--- config.mk ---
export PLATFORM = sky130hd
export DESIGN_NAME = tape_read_ctrl
export DESIGN_NICKNAME = d
export VERILOG_FILES = /design/src/rtl/tape_pkg.sv /design/src/rtl/tape_timer.sv /design/src/rtl/tape_read_ctrl.sv
export SDC_FILE = /design/constraint.sdc
export NUM_CORES = 1
export LEC_CHECK = 0
export CELL_PAD_IN_SITES_DETAIL_PLACEMENT = 0
export CELL_PAD_IN_SITES_GLOBAL_PLACEMENT = 1
export CORE_ASPECT_RATIO = 1.1
export CORE_MARGIN = 3
export CORE_UTILIZATION = 25
export DETAILED_ROUTE_END_ITERATION = 12
export PLACE_DENSITY = 0.66
export SYNTH_ARGS = -nofsm -noshare
export SYNTH_HDL_FRONTEND = slang
export SYNTH_HIERARCHICAL = 1
export SYNTH_SLANG_ARGS = --single-unit
--- constraint.sdc ---
create_clock -name clk -period 3.6 [get_ports clk]
set_input_delay 0.72 -clock clk [delete_from_list [all_inputs] [get_ports clk]]
set_output_delay 0.72 -clock clk [all_outputs]
set_load 0.02 [all_outputs]
--- src/rtl/tape_pkg.sv ---
// tape_pkg: definitions shared by the paper-tape read controller.
//   tape_state_t  - controller FSM state encoding
//   CHAR_W/ACC_W  - tape character width and assembled-result width
//   CNT_W         - width of the character count on the command interface
//   *_DEF         - default MAX_CHARS and TIMEOUT parameter values
//   clamp_count   - limits a requested character count to the assembler depth
package tape_pkg;

    localparam int CHAR_W        = 5;
    localparam int ACC_W         = 40;
    localparam int CNT_W         = 4;
    localparam int MAX_CHARS_DEF = 8;
    localparam int TIMEOUT_DEF   = 1023;

    typedef enum logic [1:0] {
        ST_IDLE     = 2'd0,
        ST_REQ      = 2'd1,
        ST_WAIT_LOW = 2'd2,
        ST_DONE     = 2'd3
    } tape_state_t;

    function automatic logic [CNT_W-1:0] clamp_count(
        input logic [CNT_W-1:0] count,
        input logic [CNT_W-1:0] limit
    );
        return (count > limit) ? limit : count;
    endfunction

endpackage

--- src/rtl/tape_timer.sv ---
// tape_timer: cycle counter that bounds each tape handshake phase.
//   clk, resetn - clock and asynchronous active-low reset
//   clear       - zero the count (has priority over enable)
//   enable      - count this cycle
//   expired     - this is the TIMEOUT-th enabled cycle since the last clear
module tape_timer #(
    parameter int TIMEOUT = 1023
) (
    input  logic clk,
    input  logic resetn,
    input  logic clear,
    input  logic enable,
    output logic expired
);

    localparam int TW = $clog2(TIMEOUT + 1);

    logic [TW-1:0] count;

    always_ff @(posedge clk or negedge resetn) begin
        if (!resetn) begin
            count <= '0;
        end else if (clear) begin
            count <= '0;
        end else if (enable) begin
            count <= count + TW'(1);
        end
    end

    // Flagged during the last allowed cycle so the owner leaves the phase on
    // the edge that completes exactly TIMEOUT cycles of waiting.
    assign expired = enable && (count == TW'(TIMEOUT - 1));

endmodule

--- src/rtl/tape_read_ctrl.sv ---
// tape_read_ctrl: reads up to MAX_CHARS 5-bit characters from a tape reader
// per command and returns them packed, most recent character in bits [4:0].
//   clk, resetn          - clock, asynchronous active-low reset
//   cmd_val/cmd_rdy      - command handshake, cmd_count = characters wanted
//   rsp_val/rsp_rdy      - result handshake, rsp_data/rsp_err held in DONE
//   input_rdy/input_val  - per-character handshake with the tape reader
//   input_data           - tape character
//   state_dbg            - current FSM state, for debug and checkers
//
// Handshakes: a transfer happens on a rising edge where both val and rdy are
// high. cmd_rdy is high only in IDLE, rsp_val only in DONE, input_rdy only in
// REQ. The reader side is four-phase: after a character is captured the
// controller waits for input_val to fall before asking for the next one.
module tape_read_ctrl
    import tape_pkg::*;
#(
    parameter int TIMEOUT   = TIMEOUT_DEF,
    parameter int MAX_CHARS = MAX_CHARS_DEF
) (
    input  logic              clk,
    input  logic              resetn,
    input  logic              cmd_val,
    output logic              cmd_rdy,
    input  logic [CNT_W-1:0]  cmd_count,
    output logic              rsp_val,
    input  logic              rsp_rdy,
    output logic [ACC_W-1:0]  rsp_data,
    output logic              rsp_err,
    output logic              input_rdy,
    input  logic              input_val,
    input  logic [CHAR_W-1:0] input_data,
    output tape_state_t       state_dbg
);

    localparam logic [CNT_W-1:0] MAX_LIM = CNT_W'(MAX_CHARS);

    tape_state_t       state, state_next;
    logic [ACC_W-1:0]  acc, acc_next;
    logic [CNT_W-1:0]  remaining, remaining_next;
    logic              err, err_next;
    logic [CNT_W-1:0]  start_count;
    logic              timer_clear, timer_en, timer_expired;

    assign start_count = clamp_count(cmd_count, MAX_LIM);

    tape_timer #(
        .TIMEOUT (TIMEOUT)
    ) u_timer (
        .clk     (clk),
        .resetn  (resetn),
        .clear   (timer_clear),
        .enable  (timer_en),
        .expired (timer_expired)
    );

    always_ff @(posedge clk or negedge resetn) begin
        if (!resetn) begin
            state     <= ST_IDLE;
            acc       <= '0;
            remaining <= '0;
            err       <= 1'b0;
        end else begin
            state     <= state_next;
            acc       <= acc_next;
            remaining <= remaining_next;
            err       <= err_next;
        end
    end

    always_comb begin
        state_next     = state;
        acc_next       = acc;
        remaining_next = remaining;
        err_next       = err;

        case (state)
            ST_IDLE: begin
                if (cmd_val) begin
                    acc_next       = '0;
                    err_next       = 1'b0;
                    remaining_next = start_count;
                    state_next     = (start_count == '0) ? ST_DONE : ST_REQ;
                end
            end
            ST_REQ: begin
                // A capture on the timeout edge still counts as a good read.
                if (input_val) begin
                    acc_next       = {acc[ACC_W-CHAR_W-1:0], input_data};
                    remaining_next = remaining - CNT_W'(1);
                    state_next     = ST_WAIT_LOW;
                end else if (timer_expired) begin
                    err_next   = 1'b1;
                    state_next = ST_DONE;
                end
            end
            ST_WAIT_LOW: begin
                // The reader releasing input_val completes the phase even on
                // the timeout edge; only a reader still holding it is an error.
                if (!input_val) begin
                    state_next = (remaining != '0) ? ST_REQ : ST_DONE;
                end else if (timer_expired) begin
                    err_next   = 1'b1;
                    state_next = ST_DONE;
                end
            end
            ST_DONE: begin
                if (rsp_rdy) begin
                    state_next = ST_IDLE;
                end
            end
            default: begin
                state_next = ST_IDLE;
            end
        endcase
    end

    // Timer restarts on every phase change, so each wait is bounded separately.
    assign timer_en    = (state == ST_REQ) || (state == ST_WAIT_LOW);
    assign timer_clear = (state_next != state);

    assign cmd_rdy   = (state == ST_IDLE);
    assign rsp_val   = (state == ST_DONE);
    assign input_rdy = (state == ST_REQ);
    assign rsp_data  = acc;
    assign rsp_err   = err;
    assign state_dbg = state;

endmodule

# == Yosys cells after proc, flatten, opt, wreduce, memory -nomap -nowiden ==
# Index checks and enable logic that the tools add are counted.
# totals
n_memories,0
romBits,0
mem_bits_rw,0
latchBits,0
register_bits,57
in_bits,14
# classes
bitwise_logic,0
mux,22
n_addsub,2
mul,0
n_lt_le_gt_ge,1
reduce_logical,10
n_eq_ne,9
div_mod_pow,0
shifts,0
# op_table
operator,n
two-way mux 40 bit,2
case mux 40 bit (2 select lines),1
two-way mux 10 bit,2
two-way mux 2 bit,7
two-way mux 4 bit,3
adder 10 x 1 -> 10 bit (second input constant),1
== test 10 bit (second input constant),1
case mux 2 bit (4 select lines),1
case mux 4 bit (2 select lines),1
inequality test 2 bit (second input constant),3
== test 2 bit (second input constant),2
greater-than comparator 4 bit (second input constant),1
zero test 4 bit,1
two-way mux 1 bit,4
AND reduction 4 bit,1
nonzero test 2 bit,2
nonzero test 4 bit,1
subtractor 4 x 1 -> 4 bit (second input constant),1
case mux 1 bit (3 select lines),1
AND reduction 3 bit,1
nonzero test 3 bit,1
== test 2 x 1 -> 1 bit (second input constant),1
zero test 2 bit,1
inequality test 2 x 1 -> 1 bit (second input constant),1
3 further kinds,3

# == Depth between registers and ports, before layout ==
# depth
depth_word,8
depth_mapped,12
mapped_depth_nobuf,11

# == Cells and area by module ==
# The synthesis kept the hierarchy.
# by_module_without_submodules
mod,cells_each,instances,area_each_um2
tape_read_ctrl,168,1,2049.5
tape_timer,52,1,524.3

# == Least setup slack after synthesis ==
# Ideal clock, no wire load.
# synth_timing
path_type,register to register
from,register state[1] (netlist: state_dbg[1])
to,register u_timer.count[7]
path_stages_with_launch,13
t_arrival_ps,2873
required_time_ps,3522
period_less_slack_ps,2951
path_slack_ps,649
path_cell_list,dfrtp_1 -> inv_1 -> ha_1 -> buf_2 -> nand3_1 -> nor3_1 -> o21ai_0 -> a21boi_2 -> or2_2 -> a211o_1 -> o211ai_2 -> or4_1 -> a21oi_1
# synth_between
elab_chain_cells,8
elab_cells_between_ends,15
# synth_rtl
element,line_no,source
"start, declared",tape_read_ctrl.sv:37,"tape_state_t state, state_next;"
"start signal, assigned",tape_read_ctrl.sv:63,state <= state_next;
== test 2 x 1 -> 1 bit / == test 2 bit (equally long branches),tape_read_ctrl.sv:118,assign timer_en = (state == ST_REQ) || (state == ST_WAIT_LOW);
logical OR 1 bit *,tape_read_ctrl.sv:118,
net timer_en,tape_read_ctrl.sv:42,"logic timer_clear, timer_en, timer_expired;"
logical AND 1 bit *,tape_timer.sv:32,assign expired = enable && (count == TW'(TIMEOUT - 1));
net timer_expired,tape_read_ctrl.sv:42,
two-way mux 2 bit *,"tape_read_ctrl.sv:91, tape_read_ctrl.sv:101",
"two-way mux 2 bit, on equally long branches","tape_read_ctrl.sv:99, tape_read_ctrl.sv:87",
case mux 2 bit (4 select lines) *,tape_read_ctrl.sv:76,case (state)
inequality test 2 bit *,tape_read_ctrl.sv:119,assign timer_clear = (state_next != state);
net timer_clear,tape_read_ctrl.sv:42,
two-way mux 10 bit / nonzero test 2 bit (equally long branches),--,
"end signal, assigned",tape_timer.sv:26,count <= count + TW'(1);
"end, declared",tape_timer.sv:18,logic [TW-1:0] count;
# Mark *: on every way through the listed nets, which the timed path passes. The rest lies on a longest branch.
# A chain may end at the register's enable or synchronous reset.

# == Worst setup path in the final report ==
# layout_timing
from,register state[1] (netlist: state_dbg[1])
to,output port input_rdy
# layout_between
elab_chain_cells,1
# layout_rtl
element,line_no,source
== test 2 x 1 -> 1 bit,tape_read_ctrl.sv:123,assign input_rdy = (state == ST_REQ);
"end, declared",tape_read_ctrl.sv:29,"output logic input_rdy,"
# Every way passes these cells.

==> results by group <==
Run status
  – Outcome: finished, final reports clean

STA
  – Skew final: 0.00930 ns
  – Max Freq: 0.338 GHz
  – Worst-Margin Slew: 0.975 ns
  – RSZ-0062 raised after global routing: false
  – Max_slew headroom: 0.350
  – Fin crit share: 0.821
  – Final setup violation count: 0
  – Final Critical Period: 2.96 ns
  – WHS: 0.485 ns
  – Final-report max-slew violation count: 0
  – Setup_tns: 0 ns
  – Final hold violations: 0

Worst setup path
  – Crit. End Element: primary output
  – Crit path DAT: 2.24 ns
  – Startpoint Class: register
  – Critical setup path kind: register to primary output
  – Worst Path Required: 2.88 ns
  – R2R depth: 13
  – CP max FO: 17
  – FF-to-FF Start: state_dbg[1]
  – R2R Path End: u_timer/count[3]
  – Flop-to-flop setup slack: 0.69 ns

Logic synthesis
  – Cells after synthesis: 220
  – Sequential share of the synthesized area: 0.554
  – Synth async-reset ratio: 1.00
  – Synth top cells by count: dfrtp_1, a22o_1, a21oi_1, nand2_1
  – Synth unique cells: 43
  – Post-synthesis average cell area: approximately 12 um2
  – Share of the synthesized area in the top cell type: 0.554
  – Syn Nets: 242
  – Most frequent cell after synthesis: dfrtp_1
  – Number of synthesized flops with an enable pin: 0
  – Ys flop type: dfrtp_1
  – Cell type with the largest total area after synthesis: dfrtp_1
  – Post-Syn Area: about 2600 um2
  – Number of synthesized register bits: between 50 and 60
  – Yosys warning total: 6
  – Top cells by area, synth: dfrtp_1, a22o_1, ha_1

Place
  – Placed Cells: 389
  – I/O Buffers: 59
  – DP Wirelength: 4070 um
  – Routability cong.: 0.729

Route
  – Vias per inst: 4.86
  – DRT iter0 DRCs: 88
  – Post-route ant nets: 0
  – Pre-Repair DR Iteration Count: 4
  – DR WL/cell: between 15 and 20 um
  – DRC viols: 0
  – Vias: slightly below 2,000
  – WL final: 6110 um

Clocking
  – H-tree levels: 3
  – CTS max path bufs: 2
  – Postcts setup bufs: 0
  – CTS resizes: 0
  – Worst-skew pair later-pin latency: 0.34 ns
  – Cts bufs inserted: 9
  – Clock-pin slew on the worst setup and hold paths: 0.07 ns
  – Clock sink count: 57
  – Post-CTS Hold Buffers: 0
  – Clock root cell: clkbuf_8
  – CTS tree: built

Hold path
  – Hold WC Path Type: register to register
  – Hold path cells: 2
  – Hold Path Origin: remaining[1]
  – Hold Path End: remaining[1]

Power
  – P per Cell Area: 715 nW/um2
  – Max IR drop VDD: 0.309 mV
  – Lkg Pwr: 1.50 nW

Global routing
  – Vias in the first global route: between 1,500 and 2,000
  – Largest net degree at the start of global routing: 49
  – Initial antenna violation count: 0
  – All-Layer GR Usage: 0.112
  – Global-route wire length before repair: 10,200 um
  – Total global routing overflow: 0

Finish
  – Fin cells: 405
  – Nets: 302
  – Area growth, synth to finish: 34.7%
  – Share of layout cells above drive strength 1: 0.0947
  – Final Core Density: 0.349
  – ANT cells: 0

Floorplanning
  – Die Wd: 103 um
  – Area of the die: ~12,000 um2
  – I/O pins: 60
  – Core Region: slightly below 10,000 um2
  – Chip Height: ~110 um
  – Starting density of the core: 0.259
  – Num rows: 38

Run
  – Max-cap violations: 0
[worst max-delay path, stage by stage, from the launching register on]
cell and delay, ns:
dfrtp_1 0.49, inv_1 0.15, ha_1 0.54, clkdlybuf4s50_1 0.72
[worst max path at each step]
stage	slack (ns)	endpoint	start	depth (start not counted)
after global routing	0.41	u_timer/count[3]	state_dbg[1]	13
final	0.64	input_rdy	state_dbg[1]	3
after detailed placement	0.44	u_timer/count[3]	input_val	9
after floorplan	0.65	u_timer/count[7]	state_dbg[1]	12
after CTS	0.61	input_rdy	state_dbg[1]	3
after global placement	0.50	u_timer/count[3]	input_val	9
[per-stage QoR]
| step | worst slack, ns | instance area [um2] | total power, mW |
|---|---|---|---|
| 5_1_grt | 0.405 | 3470 | 2.66 |
| 6_report | 0.643 | 3470 | 2.48 |
| 2_1_floorplan | 0.649 | 2570 | 1.54 |
| 3_3_place_gp | 0.501 | 3270 | 1.91 |
| 3_5_place_dp | 0.438 | 3270 | 1.91 |
| 4_1_cts | 0.609 | 3470 | 2.52 |
[kinds of logic (layout without fill, tap and decap cells)]
group | count (synthesis) | after routing | synth area share
AO/OA/AOI/OAI | 81 | 81 | 0.244
XOR/XNOR | 4 | 4 | 0.0136
adder cells (fa/ha/maj) | 8 | 8 | 0.0389
buffers and inverters | 24 | 89 | 0.0447
flip-flops | 57 | 57 | 0.554
AND/OR/NAND/NOR | 46 | 46 | 0.105
[routing by layer]
layer  GRT usage  vias to the layer above  wire (um)
met3      0.0286                        6        201
met5           0                        -          0
met1       0.147                      985       2870
met2       0.172                       29       2950
met4      0.0518                        0         78
li1            -                      949          -
[power by group]
part	switching [mW]	total, mW	internal, mW
logic	0.632	1.05	0.421
registers	0.0964	0.833	0.737
clock network	0.255	0.591	0.336
total	0.983	2.48	1.49
[registers in the layout, indices dropped and copies added (netlist names)]
register,cells
rsp_data,40
remaining,4
rsp_err,1
state_dbg,2
u_timer/count,10
[cell type report]
| class | count | area, um2 |
|---|---|---|
| fillers | 999 | 6470 |
| flip-flops and latches | 57 | 1430 |
| multi-input cells | 139 | 1030 |
| repair buffers | 65 | 631 |
| well taps | 120 | 150 |
| clock buffers | 11 | 141 |
| clock inverters | 5 | 55.1 |
| inverters | 8 | 30.0 |
[placed cells by master (no fill, tap or decap), types with 2 or more instances in the layout]
| master | instances |
|---|---|
| nor2b_1 | 3 |
| or4_1 | 3 |
| o2111ai_1 | 2 |
| nor2_1 | 6 |
| nor3b_1 | 2 |
| dfrtp_1 | 57 |
| clkinv_2 | 2 |
| ha_1 | 8 |
| a211oi_1 | 3 |
| or3_1 | 3 |
| nand3_1 | 4 |
| nand2b_1 | 4 |
| a22o_1 | 40 |
| a31oi_1 | 2 |
| inv_1 | 8 |
| clkdlybuf4s50_1 | 58 |
| nand2_1 | 9 |
| buf_4 | 6 |
| o22ai_1 | 2 |
| clkinvlp_4 | 2 |
| a21oi_1 | 12 |
| and2b_1 | 2 |
| o31ai_1 | 4 |
| nand4_1 | 2 |
| o22a_1 | 2 |
| o21ai_0 | 6 |
| xor2_1 | 3 |
| clkbuf_8 | 10 |
Power figures use the tool's default switching activity.
